[config.mk]
export PLATFORM = sky130hd
export DESIGN_NAME = hazard_ctrl_flat
export DESIGN_NICKNAME = d
export VERILOG_FILES = /design/src/rtl/hazard_ctrl_pkg.sv /design/src/rtl/hazard_ctrl_if.sv /design/src/rtl/hazard_ctrl_reg_match.sv /design/src/rtl/hazard_ctrl.sv /design/src/flat_wrapper.sv
export SDC_FILE = /design/constraint.sdc
export NUM_CORES = 1
export LEC_CHECK = 0
export BUFFER_PORTS_ARGS = -buffer_cell sky130_fd_sc_hd__buf_2
export CAP_MARGIN = 5
export CORE_ASPECT_RATIO = 1.5
export CORE_MARGIN = 10
export CORE_UTILIZATION = 30
export CTS_CLUSTER_DIAMETER = 100
export DETAILED_ROUTE_END_ITERATION = 16
export SETUP_SLACK_MARGIN = 0.15
export SLEW_MARGIN = 20
export SYNTH_ARGS = -nofsm -noshare
export SYNTH_HDL_FRONTEND = slang
export SYNTH_SLANG_ARGS = --single-unit
[constraint.sdc]
create_clock -name clk -period 1.8 [get_ports clk]
set_clock_uncertainty 0.1 [all_clocks]
set_input_delay 0.18 -clock clk [delete_from_list [all_inputs] [get_ports clk]]
set_output_delay 0.18 -clock clk [all_outputs]
set_load 0.05 [all_outputs]
[src/rtl/hazard_ctrl_pkg.sv]
// Shared definitions for the hazard controller: operand-select encodings and
// the branch-penalty FSM state type.
package hazard_ctrl_pkg;

    localparam logic [1:0] FWD_RF  = 2'd0;
    localparam logic [1:0] FWD_EX  = 2'd1;
    localparam logic [1:0] FWD_MEM = 2'd2;
    localparam logic [1:0] FWD_WB  = 2'd3;

    localparam int STALL_CNT_W = 16;

    typedef enum logic {
        ST_RUN     = 1'b0,
        ST_BR_WAIT = 1'b1
    } br_state_e;

endpackage

[src/rtl/hazard_ctrl_if.sv]
// Pipeline-side view of the hazard controller: ID/EX/MEM/WB register info in,
// stall and forwarding controls out.
interface hazard_ctrl_if #(
    parameter int REG_W   = 5,
    parameter int NUM_SRC = 2
);
    import hazard_ctrl_pkg::*;

    logic [NUM_SRC*REG_W-1:0] id_src;
    logic [NUM_SRC-1:0]       id_src_used;
    logic                     id_is_branch;
    logic [REG_W-1:0]         ex_rw;
    logic [REG_W-1:0]         mem_rw;
    logic [REG_W-1:0]         wb_rw;
    logic                     ex_regwr;
    logic                     mem_regwr;
    logic                     wb_regwr;
    logic                     ex_is_load;
    logic                     if_stall;
    logic                     id_stall;
    logic [2*NUM_SRC-1:0]     fwd_sel;
    logic [STALL_CNT_W-1:0]   stall_cnt;

    modport master (
        output id_src, id_src_used, id_is_branch,
        output ex_rw, mem_rw, wb_rw, ex_regwr, mem_regwr, wb_regwr, ex_is_load,
        input  if_stall, id_stall, fwd_sel, stall_cnt
    );

    modport slave (
        input  id_src, id_src_used, id_is_branch,
        input  ex_rw, mem_rw, wb_rw, ex_regwr, mem_regwr, wb_regwr, ex_is_load,
        output if_stall, id_stall, fwd_sel, stall_cnt
    );

endinterface

[src/rtl/hazard_ctrl_reg_match.sv]
// One source-vs-destination comparator; register 0 is hardwired and never
// produces a dependency.
module reg_match #(
    parameter int REG_W = 5
) (
    input  logic             i_used,
    input  logic             i_regwr,
    input  logic [REG_W-1:0] i_src,
    input  logic [REG_W-1:0] i_rw,
    output logic             o_match
);

    assign o_match = i_used & i_regwr & (i_src == i_rw) & (i_rw != '0);

endmodule

[src/rtl/hazard_ctrl.sv]
// Pipeline hazard controller: data-dependency stall/forward selection, fixed
// branch IF penalty FSM and a saturating stall-cycle counter.
module hazard_ctrl
    import hazard_ctrl_pkg::*;
#(
    parameter int REG_W      = 5,
    parameter int NUM_SRC    = 2,
    parameter int FWD_EN     = 1,
    parameter int BR_PENALTY = 2
) (
    input  logic         clk,
    input  logic         rst_n,
    hazard_ctrl_if.slave bus
);

    localparam logic [3:0]             BR_LOAD  = 4'(BR_PENALTY - 1);
    localparam logic [STALL_CNT_W-1:0] CNT_MAX  = '1;

    logic [NUM_SRC-1:0]     w_m_ex;
    logic [NUM_SRC-1:0]     w_m_mem;
    logic [NUM_SRC-1:0]     w_m_wb;
    logic [2*NUM_SRC-1:0]   w_fwd_sel;
    logic                   w_data_stall;
    logic                   w_br_stall;
    logic                   w_if_stall;

    br_state_e              r_state;
    br_state_e              w_state_nxt;
    logic [3:0]             r_br_cnt;
    logic [3:0]             w_br_cnt_nxt;
    logic [STALL_CNT_W-1:0] r_stall_cnt;

    for (genvar g = 0; g < NUM_SRC; g++) begin : g_src
        reg_match #(.REG_W(REG_W)) u_m_ex (
            .i_used  (bus.id_src_used[g]),
            .i_regwr (bus.ex_regwr),
            .i_src   (bus.id_src[g*REG_W +: REG_W]),
            .i_rw    (bus.ex_rw),
            .o_match (w_m_ex[g])
        );
        reg_match #(.REG_W(REG_W)) u_m_mem (
            .i_used  (bus.id_src_used[g]),
            .i_regwr (bus.mem_regwr),
            .i_src   (bus.id_src[g*REG_W +: REG_W]),
            .i_rw    (bus.mem_rw),
            .o_match (w_m_mem[g])
        );
        reg_match #(.REG_W(REG_W)) u_m_wb (
            .i_used  (bus.id_src_used[g]),
            .i_regwr (bus.wb_regwr),
            .i_src   (bus.id_src[g*REG_W +: REG_W]),
            .i_rw    (bus.wb_rw),
            .o_match (w_m_wb[g])
        );
    end

    // Youngest producer wins; only a load in EX cannot be bypassed in time.
    always_comb begin
        w_fwd_sel    = '0;
        w_data_stall = 1'b0;
        for (int k = 0; k < NUM_SRC; k++) begin
            if (FWD_EN != 0) begin
                if (w_m_ex[k]) begin
                    w_fwd_sel[2*k +: 2] = FWD_EX;
                    if (bus.ex_is_load) w_data_stall = 1'b1;
                end else if (w_m_mem[k]) begin
                    w_fwd_sel[2*k +: 2] = FWD_MEM;
                end else if (w_m_wb[k]) begin
                    w_fwd_sel[2*k +: 2] = FWD_WB;
                end
            end else if (w_m_ex[k] | w_m_mem[k] | w_m_wb[k]) begin
                w_data_stall = 1'b1;
            end
        end
    end

    always_ff @(posedge clk or negedge rst_n) begin
        if (!rst_n) begin
            r_state  <= ST_RUN;
            r_br_cnt <= 4'd0;
        end else begin
            r_state  <= w_state_nxt;
            r_br_cnt <= w_br_cnt_nxt;
        end
    end

    // The triggering cycle is the first penalty cycle, so BR_WAIT lasts
    // BR_PENALTY-1 cycles and exits once the decremented count reaches zero.
    always_comb begin
        w_state_nxt  = r_state;
        w_br_cnt_nxt = r_br_cnt;
        w_br_stall   = 1'b0;
        case (r_state)
            ST_RUN: begin
                if (bus.id_is_branch && !w_data_stall) begin
                    w_br_stall   = 1'b1;
                    w_br_cnt_nxt = BR_LOAD;
                    w_state_nxt  = (BR_PENALTY > 1) ? ST_BR_WAIT : ST_RUN;
                end
            end
            ST_BR_WAIT: begin
                w_br_stall   = 1'b1;
                w_br_cnt_nxt = (r_br_cnt == 4'd0) ? 4'd0 : r_br_cnt - 4'd1;
                if (r_br_cnt <= 4'd1) w_state_nxt = ST_RUN;
            end
            default: begin
                w_state_nxt  = ST_RUN;
                w_br_cnt_nxt = 4'd0;
            end
        endcase
    end

    assign w_if_stall = w_br_stall | w_data_stall;

    always_ff @(posedge clk or negedge rst_n) begin
        if (!rst_n) begin
            r_stall_cnt <= '0;
        end else if (w_if_stall && (r_stall_cnt != CNT_MAX)) begin
            r_stall_cnt <= r_stall_cnt + 1'b1;
        end
    end

    assign bus.if_stall  = w_if_stall;
    assign bus.id_stall  = w_data_stall;
    assign bus.fwd_sel   = w_fwd_sel;
    assign bus.stall_cnt = r_stall_cnt;

endmodule

[src/flat_wrapper.sv]
// flat-port wrapper written by rule: the top's interface ports become plain ports
module hazard_ctrl_flat import hazard_ctrl_pkg::*;
#(
    parameter int REG_W      = 5,
    parameter int NUM_SRC    = 2,
    parameter int FWD_EN     = 1,
    parameter int BR_PENALTY = 2
)
  (clk, rst_n, bus_id_src, bus_id_src_used, bus_id_is_branch, bus_ex_rw, bus_mem_rw, bus_wb_rw, bus_ex_regwr, bus_mem_regwr, bus_wb_regwr, bus_ex_is_load, bus_if_stall, bus_id_stall, bus_fwd_sel, bus_stall_cnt);
  hazard_ctrl_if #(.REG_W(REG_W), .NUM_SRC(NUM_SRC)) bus_i ();
  input  logic clk;
  input  logic rst_n;
  input wire logic [$bits(bus_i.id_src)-1:0] bus_id_src;
  input wire logic [$bits(bus_i.id_src_used)-1:0] bus_id_src_used;
  input wire logic [$bits(bus_i.id_is_branch)-1:0] bus_id_is_branch;
  input wire logic [$bits(bus_i.ex_rw)-1:0] bus_ex_rw;
  input wire logic [$bits(bus_i.mem_rw)-1:0] bus_mem_rw;
  input wire logic [$bits(bus_i.wb_rw)-1:0] bus_wb_rw;
  input wire logic [$bits(bus_i.ex_regwr)-1:0] bus_ex_regwr;
  input wire logic [$bits(bus_i.mem_regwr)-1:0] bus_mem_regwr;
  input wire logic [$bits(bus_i.wb_regwr)-1:0] bus_wb_regwr;
  input wire logic [$bits(bus_i.ex_is_load)-1:0] bus_ex_is_load;
  output wire logic [$bits(bus_i.if_stall)-1:0] bus_if_stall;
  output wire logic [$bits(bus_i.id_stall)-1:0] bus_id_stall;
  output wire logic [$bits(bus_i.fwd_sel)-1:0] bus_fwd_sel;
  output wire logic [$bits(bus_i.stall_cnt)-1:0] bus_stall_cnt;
  assign bus_i.id_src = bus_id_src;
  assign bus_i.id_src_used = bus_id_src_used;
  assign bus_i.id_is_branch = bus_id_is_branch;
  assign bus_i.ex_rw = bus_ex_rw;
  assign bus_i.mem_rw = bus_mem_rw;
  assign bus_i.wb_rw = bus_wb_rw;
  assign bus_i.ex_regwr = bus_ex_regwr;
  assign bus_i.mem_regwr = bus_mem_regwr;
  assign bus_i.wb_regwr = bus_wb_regwr;
  assign bus_i.ex_is_load = bus_ex_is_load;
  assign bus_if_stall = bus_i.if_stall;
  assign bus_id_stall = bus_i.id_stall;
  assign bus_fwd_sel = bus_i.fwd_sel;
  assign bus_stall_cnt = bus_i.stall_cnt;
  hazard_ctrl #(.REG_W(REG_W), .NUM_SRC(NUM_SRC), .FWD_EN(FWD_EN), .BR_PENALTY(BR_PENALTY)) u_core (.clk(clk), .rst_n(rst_n), .bus(bus_i));
endmodule
==> impl_metrics.py, run 1 <==
metrics = {
    "status": {
        "status": "complete, but fails checks",
        "violations": "setup timing",
    },
    "layout": {
        "utilization_pct": 57.96,
        "layout_common_cells": "buf_4, buf_2, xor2_1, buf_6, dfrtp_2",
        "nets": 311,
        "antennaDiodeCount": 0,
        "areaGrowthSynthToFinish_pct": 84.93,
        "final_common_cell": "buf_4",
        "drive_above_1_share_pct": 66.91,
        "fin_cells": 341,
    },
    "floorplan": {
        "die_w_um": 78.58,
        "initial_core_util_pct": 31.34,
        "rows": 31,
        "core_mm2": 0.004926,
        "ios": 56,
        "die-area_mm2": 0.008475,
        "die_h_um": 107.9,
    },
    "sta": {
        "rsz0062_at_grt": "true",
        "setup_tns_ns": -0.008802,
        "setup_violations": 1,
        "holdWs_ns": 0.1743,
        "fin_crit_ns": 1.809,
        "fin_ws_ns": -0.008802,
        "worst_pin_slew_ns": 0.4726,
        "maxSlewViolCount": 0,
        "hold_viol_final": 0,
        "max_freq_mhz": 552.9,
        "min_period_over_period_pct": 100.5,
        "slew_headroom_pct": 68.49,
    },
    "clocking": {
        "clk_pin_slew_ns": 0.07,
        "cts_buffer_depth": 2,
        "cts_tree": "done",
        "numClockSinks": 21,
        "cts-buffers-inserted": 3,
        "clockRootBuffer": "clkbuf_8",
        "htreeDepth": 1,
        "clock_latency_ns": 0.26,
    },
    "critical_path": {
        "worstSetupEndpointType": "primary output",
        "crit_path_max_incr_delay_ns": 0.53,
        "timing.rr.start": "u_core.bus.stall_cnt[1]",
        "required_ns": 1.52,
        "crit_buf_inv": 3,
        "cp_max_fo": 3,
        "crit_path_top_delay_cell": "or4_4",
        "crit_start": "bus_ex_rw[0]",
        "worstSetupPathType": "input pin to primary output",
        "cpMostUsedCell": "buf_6",
        "crit_chain": "buf_6, or4_4, o21a_4, nand4_1, buf_4, o21ai_4, buf_6",
        "crit_arrival_ns": 1.53,
        "cp.depth": 7,
        "critPathLaunchType": "input pin",
        "reg2regPathDepth": 6,
        "cp_top_family": "simple AND/OR/NAND/NOR gates",
    },
    "routing": {
        "ant_nets": 0,
        "viasPerCell": 4.798,
        "wl_per_cell_um": 15.43,
        "drt_iter0_drc": 29,
        "drt-total-wl_mm": 5.261,
        "drc_errors": 0,
        "via_count": 1636,
        "first_pass_iters": 4,
    },
    "logic_synthesis": {
        "synth_top_family_by_area": "XOR/XNOR gates",
        "synth-simple-area-share_pct": 22.12,
        "synth.cell_area_mm2": 0.001544,
        "ys_warn_count": 0,
        "synthMuxAreaShare_pct": 3.160,
        "synth_compound_area_share_pct": 15.56,
        "syn_avg_cell_area_um2": 9.772,
        "postSynthCellCount": 158,
        "syn_nets": 193,
        "yosys.area_share.adder_pct": 0.8104,
        "synth_xor_xnor_area_share_pct": 23.26,
        "synth_seq_area_share_pct": 34.04,
        "synthDistinctLibCells": 43,
        "ys_ff_latch": 21,
    },
    "power_and_ir_drop": {
        "p_int_mw": 1.212,
        "p_total_mw": 2.101,
        "power.density_mw_per_mm2": 735.7,
        "switching_share_pct": 42.29,
        "p_leak_nw": 1.265,
        "switching_power_mw": 0.8884,
        "p_comb_share_pct": 53.0,
        "p_clk_share_pct": 14.4,
        "seq_power_share_pct": 32.6,
        "vdd_drop_max_uv": 286.6,
    },
    "place": {
        "port_buffers": 55,
        "dp.cells": 318,
        "place.gp.congestion": 0.8460,
        "hpwlAfterDp_mm": 4.039,
    },
    "min_path": {
        "hold_class": "input pin to flop",
        "min_path_cells": 3,
        "min_from": "bus_id_is_branch",
    },
    "flow_run": {
        "max-cap-violations": 0,
    },
    "grt": {
        "grt_antenna_before_repair": 0,
        "grt_pass1_wl_mm": 8.328,
        "track_usage_pct": 12.01,
        "grt_pass1_vias": 1839,
        "grt_max_degree": 22,
        "grt_overflow": 0,
    },
}
flip-flops by register name (all words and copies together), names as in the netlist:
name / count
u_core.bus.stall_cnt: 16
u_core.r_state: 1
u_core.r_br_cnt: 4
synth_stat cells:
cell type  instances  area share [%]
xor2_1            29              16
dfrtp_1           21              34
xnor2_1           12             6.8
nand2_1           11             2.7
nand3_1           10             3.2
o21ai_0            8             2.6
nand4_1            6             2.4
a21oi_1            5             1.6
nor2_1             5             1.2
nor4_1             4             1.6
and2_1             3             1.2
and3_1             3             1.2
nor3_1             3            0.97
a31o_2             2             1.1
and4_1             2             1.1
inv_1              2            0.49
mux2_1             2             1.5
nand3b_1           2            0.97
nor4_2             2             1.6
o21a_1             2            0.97
or4_1              2            0.97
a211oi_2           1            0.81
a21o_1             1            0.49
a21oi_2            1            0.57
a31oi_2            1            0.81
and3_4             1            0.73
ha_1               1            0.81
inv_6              1            0.57
mux2_2             1            0.73
mux2_4             1            0.97
nand2b_1           1            0.41
nor4b_1            1            0.57
o2111ai_1          1            0.57
o211ai_1           1            0.49
o211ai_4           1             1.4
o21a_4             1            0.97
o21ai_2            1            0.57
o21ai_4            1             1.1
o22ai_1            1            0.41
o311a_1            1            0.65
o31ai_1            1            0.49
or2_2              1            0.41
or4_4              1            0.73
final cells by class:
type	instances	area, um^2
fillers	442	2071
multi-input cells	134	1300
repair buffers	113	868.3
flip-flops and latches	21	543.0
well taps	66	82.58
clock buffers	4	45.04
inverters	3	16.27
power groups by stage:
stage               combinational (mW)  sequential [mW]  clock (mW)
detailed placement               0.914            0.686           0
finish                            1.11            0.684       0.303
CTS                               1.05            0.674       0.312
global route                      1.19            0.702       0.329
global placement                 0.901            0.680           0
floorplan                        0.279            0.961           0
path summary, 6_finish.rpt:
check / slack [ns] / endpoint
worst max register to register: 0.11 / u_core.bus.stall_cnt[1]
worst min register to register: 0.39 / u_core.r_br_cnt[0]
worst min-delay path: 0.17 / u_core.r_br_cnt[0]
max in group asynchronous: 0.94 / u_core.bus.stall_cnt[6]
worst max-delay path: -0.009 / bus_fwd_sel[2]
min in group asynchronous: 0.31 / u_core.bus.stall_cnt[12]
per-layer routing:
layer / global-route usage (%) / share of wire [%] / vias to the layer above
met2: 22.58 / 52 / 53
met5: 0 / 0 / -
li1: - / - / 810
met3: 3.512 / 6.8 / 11
met4: 5.141 / 2.9 / 0
met1: 11.78 / 38 / 762
logic make-up after synthesis:
family | Yosys count
AND/OR/NAND/NOR | 58
XOR/XNOR | 41
AO/OA/AOI/OAI | 30
flip-flops | 21
multiplexers | 4
buffers and inverters | 3
adder cells (fa/ha/maj) | 1
per-stage QoR:
step | setup WS (ns) | area [um^2]
2_1_floorplan | -0.1095 | 1603
3_3_place_gp | -0.2129 | 2253
3_5_place_dp | -0.2577 | 2253
4_1_cts | -0.008112 | 2655
5_1_grt | -0.05581 | 2855
6_report | -0.008802 | 2855
worst register-to-register path: stages, from the launching register on:
cell and delay, ns:
dfrtp_2 0.39, ha_4 0.14, and4_4 0.22, nand3_4 0.07, or2_4 0.27, o21ai_4 0.08, mux2_4 0.31
timing repair:
item | CTS | global route
endpoints found under the hold margin | 21 | 0
setup buffers | 10 | 8
resized for setup | 63 | 31
setup endpoints to repair | 20 | 24
hold buffers | 1 | 0
pin swaps | 32 | 28
(Power assumes the default switching activity.)
==> run 2: changes to the inputs <==
--- a/config.mk
+++ b/config.mk
@@ -10,6 +10,7 @@
 export CORE_ASPECT_RATIO = 1.5
 export CORE_MARGIN = 10
 export CORE_UTILIZATION = 30
+export CTS_BUF_LIST = sky130_fd_sc_hd__clkbuf_16
 export CTS_CLUSTER_DIAMETER = 100
 export DETAILED_ROUTE_END_ITERATION = 16
 export SETUP_SLACK_MARGIN = 0.15
==> run 2 against run 1 <==
- the flow still finishes with violations (setup timing)
- sequential cell count stayed put
- register-to-register slack about the same
- sequential share of layout area is 0.20 points higher
- clock-buffer cell count shrank 1
==> impl_metrics.py, run 2 (synthesis results as in run 1) <==
metrics = {
    "status": {
        "status": "complete, but fails checks",
        "violations": "setup timing",
    },
    "power_and_ir_drop": {
        "vdd_drop_max_uv": 372.2,
        "power.density_mw_per_mm2": 791.5,
        "p_total_mw": 2.236,
        "p_leak_nw": 1.256,
    },
    "sta": {
        "holdWs_ns": 0.1758,
        "max_freq_mhz": 553.0,
        "setup_tns_ns": -0.008245,
        "rsz0062_at_grt": "true",
        "worst_pin_slew_ns": 0.4661,
        "maxSlewViolCount": 0,
        "fin_ws_ns": -0.008245,
        "fin_crit_ns": 1.808,
        "min_period_over_period_pct": 100.5,
        "setup_violations": 1,
        "slew_headroom_pct": 68.93,
        "hold_viol_final": 0,
    },
    "min_path": {
        "min_from": "bus_id_is_branch",
        "hold_class": "input pin to flop",
    },
    "clocking": {
        "clk_pin_slew_ns": 0.06,
        "numClockSinks": 21,
        "htreeDepth": 1,
        "clock_latency_ns": 0.26,
        "clockRootBuffer": "clkbuf_16",
        "cts_buffer_depth": 2,
        "cts-buffers-inserted": 3,
        "cts_tree": "done",
    },
    "layout": {
        "antennaDiodeCount": 0,
        "nets": 307,
        "drive_above_1_share_pct": 64.58,
        "fin_cells": 337,
        "areaGrowthSynthToFinish_pct": 82.98,
        "postLayoutCellArea_mm2": 0.002825,
        "layout_common_cells": "buf_4, buf_2, xor2_1, buf_6, dfrtp_2",
        "fill_cells": 443,
        "utilization_pct": 57.35,
        "final_common_cell": "buf_4",
        "largest_register_ffs": 16,
    },
    "critical_path": {
        "crit_start": "bus_ex_rw[0]",
        "r2r_setup_slack_ns": 0.12,
        "cp_max_fo": 3,
        "crit_arrival_ns": 1.53,
        "timing.rr.start": "u_core.bus.stall_cnt[1]",
        "required_ns": 1.52,
        "critPathLaunchType": "input pin",
        "worstSetupEndpointType": "primary output",
        "worstSetupPathType": "input pin to primary output",
    },
    "routing": {
        "ant_nets": 0,
        "via_count": 1638,
        "viasPerCell": 4.861,
        "first_pass_iters": 4,
        "drc_errors": 0,
        "drt-total-wl_mm": 5.119,
        "wl_per_cell_um": 15.19,
        "drt_iter0_drc": 43,
    },
    "grt": {
        "grt_antenna_before_repair": 0,
        "grt_max_degree": 22,
        "grt_overflow": 0,
        "track_usage_pct": 11.91,
        "grt_pass1_vias": 1843,
        "grt_pass1_wl_mm": 8.197,
    },
    "place": {
        "dpl_worst_slack_ns": -0.2577,
        "port_buffers": 55,
        "hpwlAfterDp_mm": 4.039,
        "post_dp_cell_area_mm2": 0.002253,
        "place.gp.congestion": 0.8460,
        "dp.cells": 318,
    },
    "floorplan": {
        "die-area_mm2": 0.008475,
        "die_w_um": 78.58,
        "initial_core_util_pct": 31.34,
        "die_h_um": 107.9,
        "core_mm2": 0.004926,
        "rows": 31,
        "ios": 56,
    },
    "flow_run": {
        "max-cap-violations": 0,
    },
}
## run 2: timing repair
action	4_1_cts	5_1_grt
hold endpoints to repair	21	0
pin swaps	33	24
endpoints found under the setup margin	20	25
setup buffers	10	4
resized for setup	64	24
hold buffers	1	0
## run 2: cell type report
class | count | area, um^2 | share of cell area, %
clock inverter | 1 | 3.754 | 0.1329
multi-input combinational | 134 | 1270 | 44.95
inverter | 3 | 16.27 | 0.5757
sequential | 21 | 543.0 | 19.22
timing repair buffer | 109 | 834.6 | 29.54
clock buffer | 3 | 75.07 | 2.657
tap | 66 | 82.58 | 2.923
## run 2: worst max-delay path, stage by stage
cell	delay, ns
buf_6	0.09
or4_4	0.53
o21a_4	0.23
nand4_1	0.14
buf_4	0.15
o21ai_4	0.05
buf_6	0.15
## run 2: where the power goes
part	internal [mW]	leakage, nW	switching [mW]	total, mW
combinational	0.468	0.957	0.619	1.09
clock	0.296	0.0423	0.171	0.467
sequential	0.574	0.257	0.108	0.682
total	1.34	1.26	0.898	2.24
## run 2: path summary, 6_finish.rpt
path	cells after the start	end
worst max-delay path	7	bus_fwd_sel[2]
worst min-delay path	3	u_core.r_br_cnt[0]
worst max register to register	8	u_core.bus.stall_cnt[13]
worst min register to register	1	u_core.bus.stall_cnt[10]
max in group asynchronous	2	u_core.bus.stall_cnt[6]
min in group asynchronous	2	u_core.r_state
## run 2: layer usage
layer	wire length (um)	GRT usage, %	part of all wire, %	up-vias
met5	0	0	0	-
met4	159	5.527	3.1	0
met3	373	4.013	7.3	11
met2	2680	22.46	52	53
met1	1906	11.14	37	772
li1	-	-	-	802
